==> config.mk <==
export PLATFORM = sky130hd
export DESIGN_NAME = maq_enc_veda_multi
export DESIGN_NICKNAME = d
export VERILOG_FILES = /design/src/rtl/enc_veda_pkg.sv /design/src/rtl/enc_veda_channel.sv /design/src/rtl/maq_enc_veda_multi.sv
export SDC_FILE = /design/constraint.sdc
export NUM_CORES = 1
export LEC_CHECK = 0
export ABC_AREA = 1
export CORE_MARGIN = 4
export CORE_UTILIZATION = 45
export DETAILED_ROUTE_END_ITERATION = 12
export PLACE_DENSITY = 0.76
export SKIP_CTS_REPAIR_TIMING = 1
export SLEW_MARGIN = 20
export SYNTH_ARGS = -nofsm -noshare
export SYNTH_HDL_FRONTEND = slang
export SYNTH_SLANG_ARGS = --single-unit
==> constraint.sdc <==
create_clock -name clk -period 6.5 [get_ports clk]
set_clock_uncertainty 0.1 [all_clocks]
set_input_delay 1.95 -clock clk [delete_from_list [all_inputs] [get_ports clk]]
set_output_delay 1.95 -clock clk [all_outputs]
set_load 0.1 [all_outputs]
==> src/rtl/enc_veda_pkg.sv <==
// Shared definitions for the multi-channel fill-and-seal controller:
// per-channel state codes, state width and a popcount helper for the line counters.
package enc_veda_pkg;

  localparam int STATE_W = 3;

  typedef enum logic [STATE_W-1:0] {
    IDLE  = 3'd0,
    FILL  = 3'd1,
    SEAL  = 3'd2,
    DONE  = 3'd3,
    FAULT = 3'd4
  } state_e;

  // Supports up to 64 channels; callers zero-extend their strobe vector.
  function automatic logic [7:0] popcount(input logic [63:0] v);
    logic [7:0] n;
    n = 8'd0;
    for (int i = 0; i < 64; i++) begin
      n = n + {7'd0, v[i]};
    end
    return n;
  endfunction

endpackage

==> src/rtl/enc_veda_channel.sv <==
// One fill/seal station: bottle sequencer FSM, supervision timer and registered
// valve/status decode. Exports done/fault strobes for the shared line counters.
module enc_veda_channel
  import enc_veda_pkg::*;
#(
  parameter int FILL_TIMEOUT = 64,
  parameter int SEAL_CYCLES  = 8
) (
  input  logic               clk,
  input  logic               reset,
  input  logic               en,
  input  logic               pg,
  input  logic               ch,
  input  logic               ro,
  output logic               ev,
  output logic               ve,
  output logic               err,
  output logic               gc,
  output logic [STATE_W-1:0] tipo,
  output logic               done_pulse,
  output logic               fault_enter
);

  localparam int MAX_T = (FILL_TIMEOUT > SEAL_CYCLES) ? FILL_TIMEOUT : SEAL_CYCLES;
  localparam int TW    = $clog2(MAX_T) + 1;
  localparam logic [TW-1:0] FILL_LAST = TW'(FILL_TIMEOUT - 1);
  localparam logic [TW-1:0] SEAL_LAST = TW'(SEAL_CYCLES - 1);

  state_e        state_r, state_s;
  logic [TW-1:0] timer_r, timer_s;
  logic          ev_r, ve_r, err_r, gc_r;
  logic          done_s, fault_s;

  // Next-state, transition strobes and timer update
  always_comb begin
    state_s = state_r;
    done_s  = 1'b0;
    case (state_r)
      IDLE: begin
        if (pg && !ch && en) state_s = FILL;
        else                 state_s = IDLE;
      end
      FILL: begin
        // Removal beats CH, and CH beats the timeout
        if (!pg)                        state_s = IDLE;
        else if (ch)                    state_s = SEAL;
        else if (timer_r == FILL_LAST)  state_s = FAULT;
        else                            state_s = FILL;
      end
      SEAL: begin
        if (!pg) begin
          state_s = FAULT;
        end else if (timer_r == SEAL_LAST) begin
          if (ro) state_s = DONE;
          else    state_s = FAULT;
        end else begin
          state_s = SEAL;
        end
      end
      DONE: begin
        if (!pg) begin
          state_s = IDLE;
          done_s  = 1'b1;
        end else begin
          state_s = DONE;
        end
      end
      FAULT: begin
        if (!pg) state_s = IDLE;
        else     state_s = FAULT;
      end
      default: state_s = IDLE;
    endcase

    fault_s = (state_s == FAULT) && (state_r != FAULT);

    if (state_s != state_r) begin
      timer_s = {TW{1'b0}};
    end else if ((state_r == FILL) || (state_r == SEAL)) begin
      timer_s = timer_r + {{(TW-1){1'b0}}, 1'b1};
    end else begin
      timer_s = timer_r;
    end
  end

  // State, timer and registered output decode
  always_ff @(posedge clk or posedge reset) begin
    if (reset) begin
      state_r <= IDLE;
      timer_r <= {TW{1'b0}};
      ev_r    <= 1'b0;
      ve_r    <= 1'b0;
      err_r   <= 1'b0;
      gc_r    <= 1'b0;
    end else begin
      state_r <= state_s;
      timer_r <= timer_s;
      ev_r    <= (state_s == FILL);
      ve_r    <= (state_s == SEAL);
      err_r   <= (state_s == FAULT);
      gc_r    <= done_s;
    end
  end

  assign ev          = ev_r;
  assign ve          = ve_r;
  assign err         = err_r;
  assign gc          = gc_r;
  assign tipo        = state_r;
  assign done_pulse  = done_s;
  assign fault_enter = fault_s;

endmodule

==> src/rtl/maq_enc_veda_multi.sv <==
// Multi-station fill-and-seal controller: N_CH independent channel sequencers
// plus line-wide saturating counters of released and faulted bottles.
module maq_enc_veda_multi
  import enc_veda_pkg::*;
#(
  parameter int N_CH         = 4,
  parameter int FILL_TIMEOUT = 64,
  parameter int SEAL_CYCLES  = 8,
  parameter int CNT_W        = 16
) (
  input  logic                    clk,
  input  logic                    reset,
  input  logic                    en,
  input  logic                    clr_cnt,
  input  logic [N_CH-1:0]         PG,
  input  logic [N_CH-1:0]         CH,
  input  logic [N_CH-1:0]         RO,
  output logic [N_CH-1:0]         EV,
  output logic [N_CH-1:0]         VE,
  output logic [N_CH-1:0]         GC,
  output logic [N_CH-1:0]         ERR,
  output logic [STATE_W*N_CH-1:0] tipo,
  output logic [CNT_W-1:0]        cnt_ok,
  output logic [CNT_W-1:0]        cnt_err
);

  logic [N_CH-1:0]    done_s, fault_s;
  logic [7:0]         pop_ok_s, pop_err_s;
  logic [CNT_W+7:0]   ok_sum_s, err_sum_s;
  logic [CNT_W-1:0]   cnt_ok_s, cnt_err_s;
  logic [CNT_W-1:0]   cnt_ok_r, cnt_err_r;

  for (genvar i = 0; i < N_CH; i++) begin : g_ch
    enc_veda_channel #(
      .FILL_TIMEOUT (FILL_TIMEOUT),
      .SEAL_CYCLES  (SEAL_CYCLES)
    ) u_ch (
      .clk         (clk),
      .reset       (reset),
      .en          (en),
      .pg          (PG[i]),
      .ch          (CH[i]),
      .ro          (RO[i]),
      .ev          (EV[i]),
      .ve          (VE[i]),
      .err         (ERR[i]),
      .gc          (GC[i]),
      .tipo        (tipo[STATE_W*i +: STATE_W]),
      .done_pulse  (done_s[i]),
      .fault_enter (fault_s[i])
    );
  end

  // Saturating popcount accumulation for both line counters
  always_comb begin
    pop_ok_s  = popcount(64'(done_s));
    pop_err_s = popcount(64'(fault_s));
    ok_sum_s  = {8'd0, cnt_ok_r}  + {{CNT_W{1'b0}}, pop_ok_s};
    err_sum_s = {8'd0, cnt_err_r} + {{CNT_W{1'b0}}, pop_err_s};
    if (ok_sum_s[CNT_W+7:CNT_W] != 8'd0) cnt_ok_s = {CNT_W{1'b1}};
    else                                 cnt_ok_s = ok_sum_s[CNT_W-1:0];
    if (err_sum_s[CNT_W+7:CNT_W] != 8'd0) cnt_err_s = {CNT_W{1'b1}};
    else                                  cnt_err_s = err_sum_s[CNT_W-1:0];
  end

  // Counter registers; clear wins over a same-cycle increment
  always_ff @(posedge clk or posedge reset) begin
    if (reset) begin
      cnt_ok_r  <= {CNT_W{1'b0}};
      cnt_err_r <= {CNT_W{1'b0}};
    end else if (clr_cnt) begin
      cnt_ok_r  <= {CNT_W{1'b0}};
      cnt_err_r <= {CNT_W{1'b0}};
    end else begin
      cnt_ok_r  <= cnt_ok_s;
      cnt_err_r <= cnt_err_s;
    end
  end

  assign cnt_ok  = cnt_ok_r;
  assign cnt_err = cnt_err_r;

endmodule

==> results of run 1 <==
## metal layers
layer | vias up | GRT usage (%) | wire, um
li1 | 2130 | - | -
met1 | 2020 | 23.6 | 5190
met2 | 110 | 27.4 | 5090
met3 | 20 | 4.12 | 601
met4 | 0 | 6.33 | 208
met5 | - | 0 | 0
## worst reg2reg max path: cells and delay by family, from the launching register on
family                   cells  cell delay [ns]
AND/OR/NAND/NOR             13             1.37
adder cells (fa/ha/maj)      4             1.53
flip-flops                   1             0.38
buffers and inverters        3             0.17
## layout by cell type, fill, tap and decap left out, drive strengths merged
cell	n
a21boi	1
mux2	2
or2	4
nor2	90
fa	6
nand3	69
nand4	15
clkdlybuf4s50	75
dfrtp	88
nor4	3
clkbuf	10
bufinv	1
nand2	128
nand3b	7
o21a	1
a31oi	4
inv	97
clkinvlp	2
o21ai	16
a211oi	2
ha	6
o211ai	1
buf	1
clkinv	3
xor2	29
mux2i	2
xnor2	8
nor3	10
a21oi	24
## power by group
group	total, mW	internal [mW]	leakage [nW]	switching [mW]
Clock	0.526	0.310	0.145	0.217
Sequential	0.609	0.580	1.22	0.0290
Combinational	0.275	0.0807	1.66	0.194
## flip-flops by register name, summed over array words and instances (netlist names)
name / cells
cnt_err: 16
cnt_ok: 16
g_ch.u_ch.err: 4
g_ch.u_ch.ev: 4
g_ch.u_ch.gc: 4
g_ch.u_ch.timer_r: 28
g_ch.u_ch.tipo: 12
g_ch.u_ch.ve: 4
## area by class of cell
cell class	count	area [um2]	share of cell area, %
timing repair buffer	76	758	12.2
clock buffer	10	239	3.86
tap	140	175	2.83
clock inverter	6	67.6	1.09
inverter	97	365	5.90
multi-input combinational	428	2390	38.6
sequential	88	2200	35.5
## logic make-up after synthesis
group / share of synthesized area [%]
mux: 0.832
fa+ha+maj: 3.82
compound gates: 5.34
flops: 43.1
simple gates: 30.4
buf+inv: 10.2
xor+xnor: 6.34
## per-stage QoR
step                      worst slack [ns]  cell area (um2)  hold slack, ns
after floorplan                       1.61             5110           0.428
after global routing                 0.887             6200           0.511
after global placement               0.928             5890           0.451
after detailed placement             0.816             5890           0.478
after CTS                             1.16             6200           0.493
final                                 1.13             6200           0.480
## worst max-delay path by stage
stage          slack, ns  startpoint  depth (start not counted)                     to
6_report            1.13       PG[0]                         18  cnt_err[13]$_DFF_PP0_
5_1_grt             0.89       PG[0]                         18  cnt_err[13]$_DFF_PP0_
4_1_cts             1.16       PG[0]                         18  cnt_err[13]$_DFF_PP0_
3_5_place_dp        0.82       PG[0]                         18  cnt_err[13]$_DFF_PP0_
3_3_place_gp        0.93       PG[0]                         18  cnt_err[13]$_DFF_PP0_
2_1_floorplan       1.61       PG[0]                         16   cnt_err[8]$_DFF_PP0_
==> results.py, run 1 <==
metrics = {
    "global_routing": {
        "grt-ovfl-total": 0,
        "grt_max_degree": 50,
        "grt_pass1_wl_mm": 18.7,
        "grt_pass1_vias": 4146,
        "antenna_found_initial": 0,
        "grt_usage_pct": 17.5,
    },
    "power": {
        "power_density_nw_per_um2": 228,
        "p_leak_nw": 3.03,
        "ir_drop_mv": 0.140,
        "total_power_mw": 1.41,
    },
    "sta": {
        "fin_setup_tns_ns": 0,
        "max_freq_ghz": 0.186,
        "finalHoldViolations": 0,
        "rsz0062_at_grt": "false",
        "finalCritPeriodShare_pct": 82.6,
        "relSlewSlack_pct": 31.5,
        "setup_viol": 0,
        "finalCriticalPeriod_ns": 5.37,
        "finalMaxSlewViolations": 0,
        "worst_pin_slew_ns": 1.03,
    },
    "die": {
        "rows": 38,
        "die_h_um": 115,
        "die_w_um": 115,
        "ios": 76,
        "initial_core_util_pct": 46.5,
        "core_um2": 11000,
        "die_area_um2": 13100,
    },
    "setup_path": {
        "cp_top_family": "adder cells",
        "end_kind": "register",
        "reg2reg_depth": 20,
        "path_cells": "clkdlybuf4s50_1 > nand2_1 > nor2_8 > nand3_1 > nand2_1 > inv_1 > fa_1 > inv_1 > fa_1 > fa_1 > nand3_1 > nor2_2 > nand2_2 > nor3_4 > nand3_2 > nand3_1 > nand2_1 > inv_1",
        "crit_fanout": 13,
        "r2r-end": "cnt_err[13]$_DFF_PP0_",
        "r2r-start": "g_ch[2].u_ch.timer_r[0]$_DFFE_PP0P_",
        "critPathKind": "input port to register",
        "crit_slowest_cell": "clkdlybuf4s50_1",
        "critPathArrivalTime_ns": 5.50,
        "max_stage_delay_ns": 0.69,
        "rrSetupSlack_ns": 2.84,
        "crit_buf_inv": 4,
        "startpoint_type": "input port",
        "required_ns": 6.63,
    },
    "finish": {
        "finalNetCount": 728,
        "fin_util_pct": 56.4,
        "fin_cells": 845,
        "nFillCells": 1002,
        "antenna_cells": 0,
        "syn_to_final_growth_pct": 21.2,
        "drive_gt1_share_pct": 8.51,
    },
    "routing": {
        "dr.pass1.iters": 4,
        "drt_iter0_markers": 241,
        "drc": 0,
        "wirelength_mm": 11.1,
        "viasPerCell": 5.07,
        "drtAntennaViolNets": 0,
        "detail_route.wl_per_cell_um": 13.1,
        "num_vias": 4280,
    },
    "clocking": {
        "clk_pin_slew_ns": 0.06,
        "clkSinkCount": 88,
        "clk_latency_ns": 0.34,
        "cts_made_buffers": 9,
        "root_buffer": "clkbuf_16",
        "h-tree-depth": 3,
        "clockBufferDepth": 2,
        "cts_tree": "built",
    },
    "synth": {
        "yosysTopAreaCellShare_pct": 43.1,
        "yosysSeqAreaShare_pct": 43.1,
        "synth_enable_flop_cells": 0,
        "syn-num-nets": 664,
        "yosysMostFrequentCell": "nand2_1",
        "avgSynthCellArea_um2": 8.04,
        "synth-main-ff-cell": "dfrtp_1",
        "yosys_warnings": 0,
        "synthCells": 636,
        "synth_seq_cells": 88,
        "yosys.area.top_type": "dfrtp_1",
        "synth_common_cells": "nand2_1 (118), inv_1 (95), dfrtp_1 (88), nor2_1 (77), nand3_1 (62)",
        "synthArstFlopShare_pct": 100,
        "synth_area_leaders": "dfrtp_1 (43%), nand2_1 (8.7%), inv_1 (7.0%)",
        "netlist_area_um2": 5110,
        "synth_cell_types": 40,
    },
    "place": {
        "hpwlAfterDp_mm": 8.17,
        "gp_congestion": 0.876,
        "dp.cells": 829,
        "portBuffers": 75,
    },
    "status": {
        "status": "finished clean",
    },
    "worst_hold_path": {
        "min_path_cells": 3,
        "min_to": "g_ch[2].u_ch.timer_r[2]$_DFFE_PP0P_",
        "hold_class": "register to register",
        "hold_path_startpoint": "g_ch[2].u_ch.timer_r[2]$_DFFE_PP0P_",
    },
    "job": {
        "drv_cap": 0,
    },
}
(Power assumes the default switching activity.)
==> run 2: changes to the inputs <==
Settings changed: PLACE_DENSITY 0.76 to 0.79.
Clock period 6.5 ns to 4.56 ns, I/O delays scaled along.
==> run 2 against run 1 <==
Effect of this change: hold slack gained 0.0013 ns; cell count grew 1.1%; routed wire length grew 1.5%; combinational power grew 45%; utilization grew 0.69 points; global-route usage grew 0.80 points; critical path type unchanged; sequential power grew 43%; via count grew 1.8%; register-to-register slack lost 1.8 ns.
==> results.py, run 2 (synthesis results as in run 1) <==
metrics = {
    "setup_path": {
        "path_cells": "clkdlybuf4s50_1 > inv_1 > nand2_1 > nor2_8 > nand3_1 > nand2_1 > inv_1 > fa_1 > inv_1 > fa_1 > fa_2 > nand3_2 > nor2_2 > nand2_2 > nor3_4 > or2_2 > a31oi_2",
        "startpoint_type": "input port",
        "crit_top_cell": "inv_1",
        "critPathArrivalTime_ns": 4.51,
        "end_kind": "register",
        "required_ns": 4.71,
        "critPathKind": "input port to register",
        "max_stage_delay_ns": 0.51,
        "cp_top_family": "adder cells",
        "crit_slowest_cell": "fa_1",
        "rrSetupSlack_ns": 1.08,
        "crit_buf_inv": 4,
        "crit_fanout": 3,
    },
    "die": {
        "initial_core_util_pct": 46.5,
        "core_um2": 11000,
        "die_w_um": 115,
        "die_h_um": 115,
        "rows": 38,
        "ios": 76,
        "die_area_um2": 13100,
    },
    "finish": {
        "antenna_cells": 0,
        "fin_util_pct": 57.1,
        "seqCellArea_um2": 2200,
        "largest_reg_flops": 28,
        "top_register": "g_ch.u_ch.timer_r",
        "final_cell_mix": "nand2_1 (118), inv_1 (94), dfrtp_1 (88)",
        "syn_to_final_growth_pct": 22.7,
        "multiInputGateArea_um2": 2400,
        "drive_gt1_share_pct": 9.66,
        "layout_commonest_cell": "nand2_1",
        "nFillCells": 985,
        "finalNetCount": 740,
    },
    "place": {
        "gp_congestion": 0.895,
        "portBuffers": 75,
        "hpwlAfterDp_mm": 8.44,
    },
    "clocking": {
        "clk_pin_slew_ns": 0.06,
        "root_buffer": "clkbuf_16",
        "clkSinkCount": 88,
        "cts_made_buffers": 9,
        "h-tree-depth": 3,
        "cts_tree": "built",
        "clockBufferDepth": 2,
        "clk_latency_ns": 0.34,
    },
    "global_routing": {
        "grt_pass1_vias": 4285,
        "grt_usage_pct": 18.3,
        "grt_pass1_wl_mm": 19.4,
        "antenna_found_initial": 0,
        "grt-ovfl-total": 0,
        "grt_max_degree": 62,
    },
    "power": {
        "total_power_mw": 1.97,
        "power_switching_mw": 0.593,
        "p_leak_nw": 3.07,
        "ir_drop_mv": 0.163,
        "clockPowerShare_pct": 35.7,
        "power_density_nw_per_um2": 314,
        "combinationalPowerShare_pct": 20.2,
        "p_sw_share_pct": 30.1,
        "seqPwrFrac_pct": 44.1,
        "intPower_mw": 1.38,
    },
    "status": {
        "status": "finished clean",
    },
    "routing": {
        "drc": 0,
        "dr.pass1.iters": 5,
        "detail_route.wl_per_cell_um": 13.2,
        "viasPerCell": 5.10,
        "wirelength_mm": 11.3,
        "num_vias": 4358,
        "drt_iter0_markers": 356,
        "drtAntennaViolNets": 0,
    },
    "sta": {
        "finalCritPeriodShare_pct": 95.8,
        "finalMaxSlewViolations": 0,
        "rsz0062_at_grt": "false",
        "finalCriticalPeriod_ns": 4.37,
        "max_freq_ghz": 0.229,
        "setup_viol": 0,
        "worst_pin_slew_ns": 1.00,
        "finalHoldViolations": 0,
        "fin_setup_tns_ns": 0,
        "relSlewSlack_pct": 33.1,
    },
    "job": {
        "drv_cap": 0,
    },
    "worst_hold_path": {
        "hold_class": "register to register",
    },
}
[run 2: changes by cell type in the layout (fill, tap and decap cells not counted), sizes merged]
cell / change
buf: +12
clkbuf: +2
clkinv: -3
clkinvlp: -2
[run 2: per-stage QoR]
| step | hold WS, ns | area [um2] | setup slack, ns | cells |
|---|---|---|---|---|
| CTS | 0.480 | 6260 | 0.0414 | 854 |
| global placement | 0.446 | 5980 | -0.185 | 841 |
| floorplan | 0.428 | 5110 | 0.255 | 636 |
| finish | 0.482 | 6270 | 0.191 | 854 |
| detailed placement | 0.465 | 5980 | -0.300 | 841 |
| global route | 0.509 | 6270 | 0.00494 | 854 |
[run 2: worst paths after layout]
| check | start | cells past startpoint | end |
|---|---|---|---|
| worst min register to register | g_ch[2].u_ch.timer_r[2]$_DFFE_PP0P_ | 3 | g_ch[2].u_ch.timer_r[2]$_DFFE_PP0P_ |
| worst min-delay path | g_ch[2].u_ch.timer_r[2]$_DFFE_PP0P_ | 3 | g_ch[2].u_ch.timer_r[2]$_DFFE_PP0P_ |
| min in group asynchronous | reset | 2 | g_ch[3].u_ch.err$_DFF_PP0_ |
| worst max register to register | g_ch[0].u_ch.tipo[0]$_DFF_PP0_ | 17 | cnt_err[8]$_DFF_PP0_ |
| max in group asynchronous | reset | 3 | cnt_err[0]$_DFF_PP0_ |
| worst max-delay path | CH[0] | 17 | cnt_err[8]$_DFF_PP0_ |
[run 2: cell type report]
| class | count | area share, % |
|---|---|---|
| multi-input combinational | 428 | 38.3 |
| sequential | 88 | 35.1 |
| timing repair buffer | 88 | 13.5 |
| inverter | 97 | 5.84 |
| clock buffer | 12 | 3.93 |
| tap | 140 | 2.79 |
| clock inverter | 1 | 0.479 |
[run 2: layer usage]
metal | track usage (%) | vias up | part of all wire, %
li1 | - | 2151 | -
met5 | 0 | - | 0
met1 | 24.0 | 2034 | 43
met2 | 29.5 | 149 | 48
met3 | 4.33 | 24 | 6.7
met4 | 6.57 | 0 | 1.9
[run 2: worst register-to-register path, stage by stage (launching register included)]
cell and delay, ns:
dfrtp_1 0.46, inv_1 0.12, nor2_4 0.14, nand2_4 0.11, nor2_8 0.11, nand3_1 0.11, nand2_1 0.09, inv_1 0.07
fa_1 0.51, inv_1 0.05, fa_1 0.46, fa_2 0.38, nand3_2 0.09, nor2_2 0.05, nand2_2 0.08, nor3_4 0.05
or2_2 0.28, a31oi_2 0.12
[run 2: power by group through the flow]
stage          logic, mW  registers (mW)  clock network (mW)
2_1_floorplan      0.247           0.940                   0
3_3_place_gp       0.386           0.879                   0
3_5_place_dp       0.400           0.882                   0
4_1_cts            0.402           0.869               0.721
5_1_grt            0.433           0.875               0.757
6_report           0.398           0.869               0.703
